**config.mk**
```make
export PLATFORM = sky130hd
export DESIGN_NAME = cpu_ma
export DESIGN_NICKNAME = d
export VERILOG_FILES = /design/src/rtl/cpu_ma_pkg.sv /design/src/rtl/cpu_ma_align.sv /design/src/rtl/cpu_ma.sv
export SDC_FILE = /design/constraint.sdc
export NUM_CORES = 1
export LEC_CHECK = 0
export CAP_MARGIN = 10
export CORE_MARGIN = 5
export CORE_UTILIZATION = 45
export CTS_CLUSTER_SIZE = 40
export DETAILED_ROUTE_END_ITERATION = 8
export GPL_ROUTABILITY_DRIVEN = 1
export PLACE_DENSITY = 0.79
export SLEW_MARGIN = 20
export SYNTH_ARGS = -nofsm -noshare
export SYNTH_HDL_FRONTEND = slang
export SYNTH_SLANG_ARGS = --single-unit
```
**constraint.sdc**
```tcl
create_clock -name clk_i -period 2.5 [get_ports clk_i]
set_input_delay 0.25 -clock clk_i [delete_from_list [all_inputs] [get_ports clk_i]]
set_output_delay 0.25 -clock clk_i [all_outputs]
set_load 0.05 [all_outputs]
```
**src/rtl/cpu_ma_pkg.sv**
```systemverilog
// cpu_ma_pkg
//   Shared types for the memory-access stage: access mode, access size,
//   write-back source selector and the canonical NOP encoding used to
//   fill ma_ir when no real instruction has retired.
package cpu_ma_pkg;

  typedef enum logic [1:0] {
    MA_X     = 2'd0,
    MA_LOAD  = 2'd1,
    MA_STORE = 2'd2
  } ma_mode_t;

  typedef enum logic [2:0] {
    MA_B  = 3'd0,
    MA_H  = 3'd1,
    MA_W  = 3'd2,
    MA_BU = 3'd3,
    MA_HU = 3'd4
  } ma_size_t;

  typedef enum logic [1:0] {
    WB_SRC_X   = 2'd0,
    WB_SRC_ALU = 2'd1,
    WB_SRC_MEM = 2'd2,
    WB_SRC_PC4 = 2'd3
  } wb_src_t;

  // addi x0, x0, 0
  localparam logic [31:0] NOP = 32'h0000_0013;

endpackage

```
**src/rtl/cpu_ma_align.sv**
```systemverilog
// cpu_ma_align
//   Purely combinational byte-lane logic for cpu_ma.
//   Request side (from EX): address offset, size and store data produce the
//   lane-replicated write data, the byte mask and the misaligned flag.
//   Response side (captured request): offset, size and the memory read word
//   produce the sign-/zero-extended load result.
// Ports
//   req_off        in   2   address bits [1:0] of the incoming access
//   req_size       in   ma_size_t
//   req_data       in   32  store data (rs2)
//   req_wdata      out  32  store data replicated into every matching lane
//   req_mask       out  4   byte enables
//   req_misaligned out  1   H/HU on odd address or W not word-aligned
//   rsp_off        in   2   address bits [1:0] of the pending load
//   rsp_size       in   ma_size_t
//   rsp_rdata      in   32  word returned by memory
//   rsp_result     out  32  extracted and extended load value
module cpu_ma_align
  import cpu_ma_pkg::*;
(
  input  logic [1:0]  req_off,
  input  ma_size_t    req_size,
  input  logic [31:0] req_data,
  output logic [31:0] req_wdata,
  output logic [3:0]  req_mask,
  output logic        req_misaligned,
  input  logic [1:0]  rsp_off,
  input  ma_size_t    rsp_size,
  input  logic [31:0] rsp_rdata,
  output logic [31:0] rsp_result
);

  logic [31:0] rsp_shifted;
  logic [7:0]  rsp_byte;
  logic [15:0] rsp_half;

  // Store data is replicated rather than shifted, so the mask alone picks the lane.
  always_comb begin
    req_wdata      = req_data;
    req_mask       = 4'b1111;
    req_misaligned = 1'b0;
    case (req_size)
      MA_B, MA_BU: begin
        req_wdata = {4{req_data[7:0]}};
        req_mask  = 4'b0001 << req_off;
      end
      MA_H, MA_HU: begin
        req_wdata      = {2{req_data[15:0]}};
        req_mask       = 4'b0011 << {req_off[1], 1'b0};
        req_misaligned = req_off[0];
      end
      MA_W: begin
        req_misaligned = (req_off != 2'b00);
      end
      default: begin
        req_misaligned = (req_off != 2'b00);
      end
    endcase
  end

  assign rsp_shifted = rsp_rdata >> {rsp_off, 3'b000};
  assign rsp_byte    = rsp_shifted[7:0];
  assign rsp_half    = rsp_off[1] ? rsp_rdata[31:16] : rsp_rdata[15:0];

  always_comb begin
    rsp_result = rsp_rdata;
    case (rsp_size)
      MA_B:    rsp_result = {{24{rsp_byte[7]}}, rsp_byte};
      MA_BU:   rsp_result = {24'h000000, rsp_byte};
      MA_H:    rsp_result = {{16{rsp_half[15]}}, rsp_half};
      MA_HU:   rsp_result = {16'h0000, rsp_half};
      default: rsp_result = rsp_rdata;
    endcase
  end

endmodule

```
**src/rtl/cpu_ma.sv**
```systemverilog
// cpu_ma
//   Memory-access pipeline stage between cpu_ex and write-back.
//   Non-memory instructions retire one edge after acceptance. Aligned loads
//   and stores enter BUSY and hold a registered dmem request until dmem_ack
//   or until DMEM_TIMEOUT BUSY cycles pass without an ack (0 disables the
//   timeout). Misaligned accesses retire immediately with a pulse on
//   ma_misaligned and no memory traffic.
// Ports
//   clk_i, reset_ni                  clock, synchronous active-low reset
//   ex_*                             instruction offered by EX (ex_valid qualifies)
//   ma_ready                         stage is IDLE and accepts this cycle
//   dmem_*                           req/ack data-memory interface
//   ma_valid, ma_ir, ma_wb_*         retiring instruction towards WB
//   ma_misaligned, ma_fault          one-cycle error pulses with the retire
//   hz_ma_wb_*                       forwarding/hazard view for cpu_id
module cpu_ma
  import cpu_ma_pkg::*;
#(
  parameter int DMEM_TIMEOUT = 16
) (
  input  logic        clk_i,
  input  logic        reset_ni,
  input  logic        ex_valid,
  input  logic [31:0] ex_ir,
  input  logic [31:0] ex_alu_result,
  input  ma_mode_t    ex_ma_mode,
  input  ma_size_t    ex_ma_size,
  input  logic [31:0] ex_ma_data,
  input  wb_src_t     ex_wb_src,
  input  logic [31:0] ex_wb_data,
  output logic        ma_ready,
  output logic        dmem_req,
  output logic        dmem_we,
  output logic [31:0] dmem_addr,
  output logic [31:0] dmem_write_data,
  output logic [3:0]  dmem_write_mask,
  input  logic [31:0] dmem_read_data,
  input  logic        dmem_ack,
  output logic        ma_valid,
  output logic [31:0] ma_ir,
  output logic [31:0] ma_wb_data,
  output logic        ma_wb_enable,
  output logic        ma_misaligned,
  output logic        ma_fault,
  output logic [4:0]  hz_ma_wb_addr,
  output logic [31:0] hz_ma_wb_data,
  output logic        hz_ma_wb_enable,
  output logic        hz_ma_wb_valid
);

  typedef enum logic {IDLE, BUSY} state_t;

  state_t      state;
  logic [31:0] cap_ir;
  logic [1:0]  cap_off;
  ma_size_t    cap_size;
  logic        cap_is_load;
  wb_src_t     cap_wb_src;
  logic [15:0] timeout_cnt;

  logic [31:0] req_wdata;
  logic [3:0]  req_mask;
  logic        req_misaligned;
  logic [31:0] rsp_result;
  logic        ex_is_mem;
  logic        cap_writes_rd;

  cpu_ma_align u_align (
    .req_off        (ex_alu_result[1:0]),
    .req_size       (ex_ma_size),
    .req_data       (ex_ma_data),
    .req_wdata      (req_wdata),
    .req_mask       (req_mask),
    .req_misaligned (req_misaligned),
    .rsp_off        (cap_off),
    .rsp_size       (cap_size),
    .rsp_rdata      (dmem_read_data),
    .rsp_result     (rsp_result)
  );

  assign ma_ready      = (state == IDLE);
  assign ex_is_mem     = (ex_ma_mode == MA_LOAD) || (ex_ma_mode == MA_STORE);
  assign cap_writes_rd = (cap_wb_src != WB_SRC_X) && (cap_ir[11:7] != 5'd0);

  // Retire pulses and ma_wb_enable default low each edge so they only
  // assert in the cycle an instruction actually completes.
  always_ff @(posedge clk_i) begin
    if (!reset_ni) begin
      state           <= IDLE;
      timeout_cnt     <= '0;
      cap_ir          <= NOP;
      cap_off         <= 2'b00;
      cap_size        <= MA_W;
      cap_is_load     <= 1'b0;
      cap_wb_src      <= WB_SRC_X;
      dmem_req        <= 1'b0;
      dmem_we         <= 1'b0;
      dmem_addr       <= '0;
      dmem_write_data <= '0;
      dmem_write_mask <= 4'b0000;
      ma_valid        <= 1'b0;
      ma_ir           <= NOP;
      ma_wb_data      <= '0;
      ma_wb_enable    <= 1'b0;
      ma_misaligned   <= 1'b0;
      ma_fault        <= 1'b0;
    end else begin
      ma_valid      <= 1'b0;
      ma_wb_enable  <= 1'b0;
      ma_misaligned <= 1'b0;
      ma_fault      <= 1'b0;
      case (state)
        IDLE: begin
          if (ex_valid) begin
            if (!ex_is_mem) begin
              ma_valid     <= 1'b1;
              ma_ir        <= ex_ir;
              ma_wb_data   <= ex_wb_data;
              ma_wb_enable <= (ex_wb_src != WB_SRC_X) && (ex_ir[11:7] != 5'd0);
            end else if (req_misaligned) begin
              ma_valid      <= 1'b1;
              ma_ir         <= ex_ir;
              ma_wb_data    <= '0;
              ma_misaligned <= 1'b1;
            end else begin
              state           <= BUSY;
              timeout_cnt     <= '0;
              cap_ir          <= ex_ir;
              cap_off         <= ex_alu_result[1:0];
              cap_size        <= ex_ma_size;
              cap_is_load     <= (ex_ma_mode == MA_LOAD);
              cap_wb_src      <= ex_wb_src;
              dmem_req        <= 1'b1;
              dmem_we         <= (ex_ma_mode == MA_STORE);
              dmem_addr       <= {ex_alu_result[31:2], 2'b00};
              dmem_write_data <= (ex_ma_mode == MA_STORE) ? req_wdata : 32'h0;
              dmem_write_mask <= (ex_ma_mode == MA_STORE) ? req_mask : 4'b0000;
            end
          end
        end
        BUSY: begin
          // An ack in the final timeout cycle still completes normally.
          if (dmem_ack) begin
            state           <= IDLE;
            dmem_req        <= 1'b0;
            dmem_we         <= 1'b0;
            dmem_write_mask <= 4'b0000;
            ma_valid        <= 1'b1;
            ma_ir           <= cap_ir;
            ma_wb_data      <= cap_is_load ? rsp_result : 32'h0;
            ma_wb_enable    <= cap_is_load && cap_writes_rd;
          end else if ((DMEM_TIMEOUT != 0) && (timeout_cnt == 16'(DMEM_TIMEOUT - 1))) begin
            state           <= IDLE;
            timeout_cnt     <= '0;
            dmem_req        <= 1'b0;
            dmem_we         <= 1'b0;
            dmem_write_mask <= 4'b0000;
            ma_valid        <= 1'b1;
            ma_ir           <= cap_ir;
            ma_wb_data      <= '0;
            ma_fault        <= 1'b1;
          end else begin
            timeout_cnt <= timeout_cnt + 16'd1;
          end
        end
        default: state <= IDLE;
      endcase
    end
  end

  // While a load is outstanding its rd is announced but the data is not yet
  // forwardable, so ID must stall rather than bypass.
  always_comb begin
    hz_ma_wb_addr   = ma_ir[11:7];
    hz_ma_wb_data   = ma_wb_data;
    hz_ma_wb_enable = ma_wb_enable & ma_valid;
    hz_ma_wb_valid  = 1'b1;
    if (state == BUSY) begin
      hz_ma_wb_addr   = cap_ir[11:7];
      hz_ma_wb_data   = 32'h0;
      hz_ma_wb_enable = cap_is_load && (cap_ir[11:7] != 5'd0);
      hz_ma_wb_valid  = !cap_is_load;
    end
  end

endmodule
```
==> flow_summary.ini <==
[run_status]
status = finished, final reports clean

[routing]
routedWlPerCell_um = 19.26
dr.pass1.iters = 6
avgViaCountPerCell = 5.741
drt_iter0_drc = 789
vias = 10160
drt.antenna.violating_nets = 0
top_layer_used = met5
wl_met3_mm = 3.148
wl_met1_mm = 13.15
drt-total-wl_mm = 34.10
drc_errors = 0
wl_met2_mm = 16.26

[clocking]
cts_root_buf = clkbuf_16
clockBufferDepth = 2
tritoncts = yes
hold_buffers = 0
path_clk_slew_ns = 0.08
cts_htree_levels = 4
clk_latency_ns = 0.45
cts.sinks = 193
cts_buffers = 17

[critical_path]
cp-end-kind = output pin
worst_path_largest_cell_delay_ns = 0.83
cp_slowest_cell = clkdlybuf4s50_1
path_class = reg2out
critPathLaunchType = flip-flop
path_cells = buf_4 -> nor2b_1 -> clkdlybuf4s50_1
cp_data_arrival_time_ns = 2.14
worstPathRequired_ns = 2.25
critPathTopFamily = buffers and inverters
r2r_slack_ns = 0.24
worstPathMaxFanout = 28
crit_buf_inv = 2

[final_layout]
final_nets = 1653
drive_above_1_share_pct = 8.110
num-fill-cells = 1813
final_core_util_pct = 66.09
syn_to_final_growth_pct = 45.76

[floorplanning]
die_w_um = 155.1
die_y_um = 155.1
start_util_pct = 45.34
std_cell_rows = 53
die_area_um2 = 24050
io_pins = 349
core_um2 = 20890

[pwr]
p_leak_nw = 5.124
seq_power_share_pct = 38.9
p_sw_mw = 3.132
intPower_mw = 5.588
pwr-share-clk_pct = 32.2
p_sw_share_pct = 35.92
pwr-share-comb_pct = 28.9
p_total_mw = 8.720
ir_drop_mv = 0.4829
power.density_nw_per_um2 = 631.6

[placement]
dp_hpwl_mm = 24.66
pre_cts_ws_ns = 0.03938
portBuffers = 346
gp_congestion = 0.8989

[worst_hold_path]
min_path_type = in2reg

[sta]
whs_ns = 0.3284
grt_setup_unrepaired = no
setup_viol = 0
period_share_pct = 95.67
layout_setup_ws_ns = 0.1084
fin_skew_ns = 0.01761
slew_headroom_pct = 39.00
drv_slew = 0
final.setup.tns_ns = 0
hold_viol_final = 0
finalCriticalPeriod_ns = 2.392
tightest_slew_ns = 0.9150
max_freq_ghz = 0.4181

[global_routing]
grt_pass1_vias = 9836
grt_pass1_wl_mm = 52.88
grt_max_degree = 83
grtUsageTotal_pct = 27.20
antenna_found_initial = 4
grt_overflow = 0

[yosys]
synth.distinct_cells = 58
syn_inst = 1177
synth_seq_cells = 193
ys.warnings.count = 0
synth_edf_count = 0
async_flop_share_pct = 0
avgSynthCellArea_um2 = 8.047
synth-main-ff-cell = dfxtp_1
yosysSeqAreaShare_pct = 40.79
syn-cell-area_um2 = 9472

[job]
maxCapViolations = 0
[power by group through the flow]
stage / registers [mW] / logic (mW) / clock network, mW
finish: 3.39 / 2.52 / 2.81
global route: 3.41 / 2.66 / 2.97
CTS: 3.39 / 2.52 / 2.85
detailed placement: 3.46 / 2.52 / 0
global placement: 3.46 / 2.50 / 0
floorplan: 3.93 / 1.04 / 0
[final cells by class]
type                            instances  area, um2  share of cell area (%)
Multi-Input combinational cell        867       5074                   36.75
Sequential cell                       193       3867                   28.01
Timing Repair Buffer                  391       3862                   27.98
Clock buffer                           17      425.4                   3.081
Tap cell                              275      344.1                   2.492
Clock inverter                         15      188.9                   1.368
Inverter                                9      36.28                  0.2628
Antenna cell                            3      7.507                 0.05438
[cells by family (layout without fill, tap and decap cells)]
group | count (synthesis) | in the layout | share of synthesized area (%)
AND/OR/NAND/NOR | 442 | 442 | 21.40
AO/OA/AOI/OAI | 354 | 354 | 24.16
flip-flops | 193 | 193 | 40.79
buffers and inverters | 118 | 432 | 5.997
multiplexers | 57 | 57 | 6.380
XOR/XNOR | 9 | 9 | 0.8323
adder cells (fa/ha/maj) | 3 | 3 | 0.3963
other | 1 | 5 | 0.03959
[flip-flops by register name, indices dropped and copies added, names as in the netlist, 2 cells and up]
signal and flops:
cap_ir 32, cap_off 2, cap_size 3, cap_wb_src 2
dmem_addr 30, dmem_write_data 32, dmem_write_mask 4, ma_ir 32
ma_wb_data 32, timeout_cnt 16
[layer usage]
layer / global-route usage [%] / up-vias
met2: 45.21 / 497
met3: 7.650 / 99
met5: 0 / -
li1: - / 4807
met4: 13.46 / 2
met1: 32.26 / 4757
[placed cells by master, fill, tap and decap left out, drive strengths merged, types with 4 or more instances in the layout]
cell | netlist | routed
clkinv | 0 | 7
o31ai | 14 | 14
nand4 | 8 | 8
a32oi | 8 | 8
o2111ai | 8 | 8
nand2 | 231 | 231
mux2 | 17 | 17
o211ai | 4 | 4
a211oi | 22 | 22
o211a | 30 | 30
a22oi | 4 | 4
nor3 | 25 | 25
dfxtp | 193 | 193
o221a | 9 | 9
nor2 | 30 | 30
buf | 58 | 48
inv | 9 | 17
nand3 | 69 | 69
dlygate4sd2 | 0 | 6
a21oi | 170 | 170
o32ai | 4 | 4
o21ai | 47 | 47
or4 | 9 | 9
mux2i | 39 | 39
nand2b | 18 | 18
clkbuf | 51 | 17
o311ai | 8 | 8
o22ai | 12 | 12
nor2b | 37 | 37
xor2 | 6 | 6
clkdlybuf4s50 | 0 | 337
and3 | 5 | 5
and2 | 5 | 5
[cells in the mapped netlist, types with 18 or more instances]
master / count / area share, %
mux2i_1: 39 / 4.1
nand2_1: 231 / 9.2
nand2b_1: 18 / 1.2
clkbuf_1: 50 / 2.0
nor3_1: 25 / 1.3
o21ai_0: 44 / 2.3
o211a_1: 30 / 3.2
buf_2: 36 / 1.9
nand3_1: 69 / 3.6
dfxtp_1: 193 / 41
a211oi_1: 21 / 1.7
nor2b_1: 37 / 2.4
nor2_1: 28 / 1.1
a21oi_1: 169 / 8.9
[stage by stage]
stage               area, um2  instances
finish                  13810       1770
global placement        13190       1735
CTS                     13790       1767
detailed placement      13190       1735
floorplan                9475       1178
global route            13810       1770
[worst reg2reg max path, delay by kind of cell (launching register included)]
kind            cells  cell delay, ns
compound gates      1            0.14
fa+ha+maj           1            0.21
flops               1            0.40
simple gates        4            1.39
[final timing paths]
path | startpoint | to | cells after the start
worst max-delay path | state | hz_ma_wb_data[5] | 3
worst min-delay path | reset_ni | ma_ir[22] | 2
worst max register to register | timeout_cnt[0] | dmem_write_mask[2] | 6
worst min register to register | dmem_write_data[4] | dmem_write_data[4] | 2
[repair_timing]
| action | CTS | global route |
|---|---|---|
| setup endpoints to repair | 6 | 11 |
| gates resized for setup | 6 | 1 |
| setup buffers | 0 | 0 |
Note: power is estimated with default switching activity, not from simulation.
